==> src/rtl/div_pkg.sv <==
// div_pkg: shared FSM state encoding and default widths for the iterative divider
package div_pkg;
    localparam int DEF_W = 32;
    localparam int DEF_P = 64;
    localparam logic [1:0] IDLE = 2'd0;
    localparam logic [1:0] CALC = 2'd1;
    localparam logic [1:0] FIX  = 2'd2;
    localparam logic [1:0] DONE = 2'd3;
endpackage

==> src/rtl/div_step.sv <==
// div_step: one restoring shift-subtract step producing a single quotient bit
module div_step import div_pkg::*; #(
    parameter int W = DEF_W
) (
    input  logic [W-1:0] r,
    input  logic         msb,
    input  logic [W-1:0] d,
    output logic [W-1:0] r_next,
    output logic         qbit
);
    logic [W:0] rs;
    logic [W:0] diff;
    assign rs     = {r, msb};
    assign diff   = rs - {1'b0, d};
    assign qbit   = ~diff[W];
    assign r_next = qbit ? diff[W-1:0] : rs[W-1:0];
endmodule

==> src/rtl/iter_divider.sv <==
// iter_divider: radix-2 restoring divider with fixed-point fraction bits and valid/ready handshake
module iter_divider import div_pkg::*; #(
    parameter int ARG_BIT_WIDTH = DEF_W,
    parameter int PRECISION     = DEF_P
) (
    input  logic                                 clk,
    input  logic                                 rst_n,
    input  logic                                 in_valid,
    output logic                                 in_ready,
    input  logic [ARG_BIT_WIDTH-1:0]             a,
    input  logic [ARG_BIT_WIDTH-1:0]             b,
    input  logic                                 is_signed,
    output logic                                 out_valid,
    input  logic                                 out_ready,
    output logic [ARG_BIT_WIDTH+PRECISION-1:0]   quotient,
    output logic [ARG_BIT_WIDTH-1:0]             remainder,
    output logic                                 dz,
    output logic                                 ovf
);
    localparam int W  = ARG_BIT_WIDTH;
    localparam int P  = PRECISION;
    localparam int WP = W + P;
    localparam int CW = $clog2(WP + 1);
    logic [1:0]    state;
    logic [CW-1:0] cnt;
    logic [WP-1:0] q;
    logic [W-1:0]  r;
    logic [W-1:0]  d;
    logic          sgn;
    logic          sa;
    logic          sb;
    logic          a_neg;
    logic          b_neg;
    logic [W-1:0]  a_mag;
    logic [W-1:0]  b_mag;
    logic [W-1:0]  r_nx;
    logic          qb;
    assign a_neg     = is_signed & a[W-1];
    assign b_neg     = is_signed & b[W-1];
    assign a_mag     = a_neg ? -a : a;
    assign b_mag     = b_neg ? -b : b;
    assign in_ready  = state == IDLE;
    assign out_valid = state == DONE;
    assign quotient  = q;
    assign remainder = r;
    div_step #(.W(W)) u_step (
        .r      (r),
        .msb    (q[WP-1]),
        .d      (d),
        .r_next (r_nx),
        .qbit   (qb)
    );
    // q doubles as the dividend shifter: dividend bits leave at the top, quotient bits enter at the bottom
    always_ff @(posedge clk or negedge rst_n) begin
        if (!rst_n) begin
            state <= IDLE;
            cnt   <= '0;
            q     <= '0;
            r     <= '0;
            d     <= '0;
            sgn   <= 1'b0;
            sa    <= 1'b0;
            sb    <= 1'b0;
            dz    <= 1'b0;
            ovf   <= 1'b0;
        end else begin
            case (state)
                IDLE: if (in_valid) begin
                    sgn <= is_signed;
                    sa  <= a_neg;
                    sb  <= b_neg;
                    cnt <= '0;
                    ovf <= 1'b0;
                    r   <= '0;
                    if (b == '0) begin
                        state <= DONE;
                        dz    <= 1'b1;
                        q     <= '0;
                    end else begin
                        state <= CALC;
                        q     <= WP'(a_mag) << P;
                        d     <= b_mag;
                    end
                end
                CALC: begin
                    q   <= {q[WP-2:0], qb};
                    r   <= r_nx;
                    cnt <= cnt + CW'(1);
                    if (cnt == CW'(WP - 1)) state <= FIX;
                end
                FIX: begin
                    q     <= (sa ^ sb) ? -q : q;
                    r     <= sa ? -r : r;
                    // a negated magnitude always fits; only a positive result can reach 2^(WP-1)
                    ovf   <= sgn & ~(sa ^ sb) & q[WP-1];
                    state <= DONE;
                end
                default: if (out_ready) begin
                    state <= IDLE;
                    dz    <= 1'b0;
                    ovf   <= 1'b0;
                end
            endcase
        end
    end
endmodule

==> config.mk <==
export PLATFORM = sky130hd
export DESIGN_NAME = iter_divider
export DESIGN_NICKNAME = d
export VERILOG_FILES = /design/src/rtl/div_pkg.sv /design/src/rtl/div_step.sv /design/src/rtl/iter_divider.sv
export SDC_FILE = /design/constraint.sdc
export NUM_CORES = 1
export LEC_CHECK = 0
export ABC_CLOCK_PERIOD_IN_PS = 11200
export CORE_AREA = 4 4 240 242
export CTS_BUF_LIST = sky130_fd_sc_hd__clkbuf_8
export CTS_CLUSTER_SIZE = 10
export DETAILED_ROUTE_END_ITERATION = 7
export DIE_AREA = 0 0 244 246
export GPL_TIMING_DRIVEN = 0
export PLACE_DENSITY = 0.52
export SLEW_MARGIN = 20
export SYNTH_ARGS = -nofsm -noshare
export SYNTH_HDL_FRONTEND = slang
export SYNTH_SLANG_ARGS = --single-unit
export TNS_END_PERCENT = 5
==> constraint.sdc <==
create_clock -name clk -period 11.2 [get_ports clk]
set_clock_uncertainty 0.2 [all_clocks]
set_input_delay 2.24 -clock clk [delete_from_list [all_inputs] [get_ports clk]]
set_output_delay 2.24 -clock clk [all_outputs]
set_load 0.03 [all_outputs]
==> flow_summary_export.csv <==
group,metric,value,unit
min_path,hold_path_end,"d[21]$_DFFE_PN0P_",
synth,avgSynthCellArea,7.77,um^2
drt,ant_nets,0,
clock_tree,clk_pin_slew_worst_paths,0.10,ns
drt,wl_per_cell,20.7,um
clock_tree,clkSinkCount,174,
clock_tree,clk_path_buf_depth,2,
clock_tree,cts_buffers,17,
grt,antenna_found_initial,5,
synth,synth_warnings,0,
synth,syn_area,13700,um^2
synth,synth-edff-count,0,
cells_and_area,regArea,4350,um^2
sta,period_share,0.545,
setup_path,critPathKind,"in -> reg",
clock_tree,cts_hold_buf,0,
grt,grt_max_degree,66,
grt,track_usage,0.185,
sta,worst_slew_pin_slew,0.978,ns
sta,maxSlewViolCount,0,
setup_path,ff2ff_setup_slack,6.32,ns
synth,synth_compound_gate_area_share,0.258,
min_path,holdCritPathClass,"reg -> reg",
drt,drcViolationCount,0,
clock_tree,htreeDepth,4,
min_path,hp-start,"d[21]$_DFFE_PN0P_",
grt,grt_pass1_vias,14000,
status,outcome,"completed",
grt,grt_first_pass_wirelength,86300,um
setup_path,critPathMaxFanout,10,
placed_design,dpl.hpwl,43800,um
sta,slew_headroom,0.348,
synth,ys_types,69,
synth,synth_xor_area_frac,0.0729,
setup_path,slowest_delay,0.57,ns
cells_and_area,nets,2092,
synth,muxShareOfSynthArea,0.0270,
setup_path,cp-end-kind,"register",
clock_tree,postCtsSetupBuffers,0,
setup_path,path_cells,"clkdlybuf4s50_1 > or4_1 > nor3_1 > nand2_1 > nor3_1 > nand2_1 > or3_1 > clkbuf_1 > nand3_1 > clkbuf_1 > nor2_1 > a21oi_1",
placed_design,io_buffers,199,
synth,ys_ff_latch,174,
drt,viasPerCell,5.31,
die,design.core.area,55100,um^2
drt,num_vias,14600,
die,io_pins,201,
cells_and_area,nFillCells,5969,
clock_tree,clk_latency,0.57,ns
setup_path,cp.required,11.48,ns
min_path,hold_depth,2,
drt,drt_iter0_drc,1265,
drt,dr.pass1.iters,7,
clock_tree,cts_resized,0,
drt,wirelength,56900,um
setup_path,reg2reg_depth,14,
setup_path,crit_slowest_cell,"or4_1",
synth,synth_flop_cell,"dfrtp_1",
placed_design,gp_congestion,0.934,
setup_path,rr_startpoint,"quotient[95]$_DFFE_PN0P_",
die,die_h,246,um
synth,synthSimpleGateAreaFrac,0.238,
sta,period_needed,6.11,ns
die,num_rows,86,
setup_path,startpoint_type,"primary input",
synth,syn-num-nets,1872,
sta,fmaxAchievable,0.164,GHz
cells_and_area,syn_to_final_growth,24.9,%
die,initial_core_util,0.248,
cells_and_area,multi_input_area,8690,um^2
sta,hold_viol,0,
synth,yosys.area_share.adder,0.0389,
grt,grt_remaining_overflow,0,
die,dieArea,60000,um^2
cells_and_area,drive_above_1_share,0.0286,
synth,async_reset_ff_frac,1.00,
job,drv_cap,0,
synth,seq_area_frac_synth,0.318,
clock_tree,root_buffer,"clkbuf_8",
clock_tree,cts_tree,"built",
die,die_w,244,um
sta,rsz0062_at_grt,"no",
setup_path,r2r_end,"remainder[31]$_DFFE_PN0P_",
synth,synth_top_family_by_area,"compound AO/OA/AOI/OAI gates",
setup_path,critPathArrivalTime,6.39,ns
cells_and_area,postLayoutCoreUtil,0.310,
sta,setup_violations,0,
synth,synth_cells,1761,
sequential cells by signal, indices dropped and copies added (netlist names):
| name | count |
|---|---|
| remainder | 32 |
| ovf | 1 |
| sa | 1 |
| d | 32 |
| sb | 1 |
| quotient | 96 |
| state | 2 |
| cnt | 7 |
| dz | 1 |
| sgn | 1 |
cell usage in the layout (no fill, tap or decap), types with 7 or more instances in the layout:
master and instances:
a221o_1 13, nand2_1 165, a22oi_1 54, clkbuf_1 101, or3_1 36, a31oi_1 19, a221oi_1 7, and2_1 12
o21a_1 8, nand3b_1 13, nor4_1 31, o311ai_0 7, a211oi_1 12, xor2_1 60, nor3_1 80, a22o_1 8
o211ai_1 9, or4_1 11, a21boi_0 7, xnor2_1 54, inv_1 63, ha_1 41, mux2i_1 29, o221ai_1 18
nand3_1 37, nor3b_1 12, and3_1 29, o31ai_1 14, o21ai_0 173, a21o_1 32, clkbuf_8 17, nor2_1 173
nor2b_1 9, nand4_1 13, a21oi_1 142, nand2b_1 15, clkdlybuf4s50_1 198, mux2_2 7, dfrtp_1 174
cell usage after synthesis, drive strengths merged (7+ instances only):
master    n  area share
nor3     81       0.030
nand4    13      0.0059
mux2i    29       0.021
nor2    173       0.047
a211oi   12      0.0066
a21oi   142       0.052
o211ai    9      0.0049
a22o      8      0.0051
a21boi    7      0.0038
xnor2    54       0.035
or3      37       0.017
buf       7      0.0023
a221o    13      0.0095
mux2      7      0.0058
or4      13      0.0077
nand2   165       0.045
dfrtp   174        0.32
o21ai   175       0.064
nor3b    12      0.0066
a22oi    54       0.030
inv      63       0.017
o311ai    7      0.0045
ha       41       0.037
o21a      8      0.0044
xor2     60       0.038
nor4     31       0.014
o31ai    14      0.0077
a31oi    19      0.0087
nand3    37       0.014
and2     12      0.0055
a221oi    7      0.0045
o221ai   18       0.012
nand2b   15      0.0069
nand3b   13      0.0071
nor2b     9      0.0041
clkbuf  101       0.028
and3     29       0.013
a21o     32       0.018
worst max path at each step:
stage           from                end  slack, ns  depth (start not counted)
6_report        b[7]  d[30]$_DFFE_PN0P_       5.09                         12
5_1_grt         b[6]  d[29]$_DFFE_PN0P_       4.78                         12
4_1_cts         b[7]  d[30]$_DFFE_PN0P_       5.06                         12
3_5_place_dp    b[7]  d[30]$_DFFE_PN0P_       4.47                         12
3_3_place_gp   rst_n  d[25]$_DFFE_PN0P_      -0.32                          1
2_1_floorplan   b[6]  d[10]$_DFFE_PN0P_       6.25                         11
critical path, delay by kind of cell:
family,cells,cell delay (ns)
AO/OA/AOI/OAI,1,0.15
AND/OR/NAND/NOR,8,2.78
buffers and inverters,3,1.19
per-layer routing:
metal	routed length [um]	vias up	global-route usage
met2	26900	547	0.308
met3	4160	70	0.0464
li1	-	6897	-
met4	945	10	0.0456
met5	56	-	0
met1	24800	7049	0.242
cell type report:
cell class,count,share of cell area
plain buffers,108,0.0240
repair buffers,201,0.120
diodes,1,0.000146
well taps,748,0.0547
multi-input cells,1416,0.508
clock buffers,17,0.0137
clock inverters,14,0.0106
inverters,63,0.0138
flip-flops and latches,174,0.255
cell families after synthesis:
family	Yosys count
AOI/OAI and AO/OA	562
xor gates and xnor gates	114
adders and majority gates	42
buffers and inverters	171
DFF	174
muxes	36
and+or+nand+nor	662
per-stage QoR:
step | hold WS (ns) | std cells | cell area [um^2] | setup TNS (ns) | setup slack (ns)
finish | 0.295 | 2742 | 17100 | 0 | 5.09
global route | 0.327 | 2741 | 17100 | 0 | 4.78
CTS | 0.296 | 2741 | 17100 | 0 | 5.06
detailed placement | 0.275 | 2710 | 16700 | 0 | 4.47
global placement | 0.272 | 2708 | 16600 | -48.10 | -0.316
floorplan | 0.250 | 1761 | 13700 | 0 | 6.25
Power is left out: the tool's default activity adds up to more than one toggle a clock period on the data nets, which glitch-free logic cannot reach.
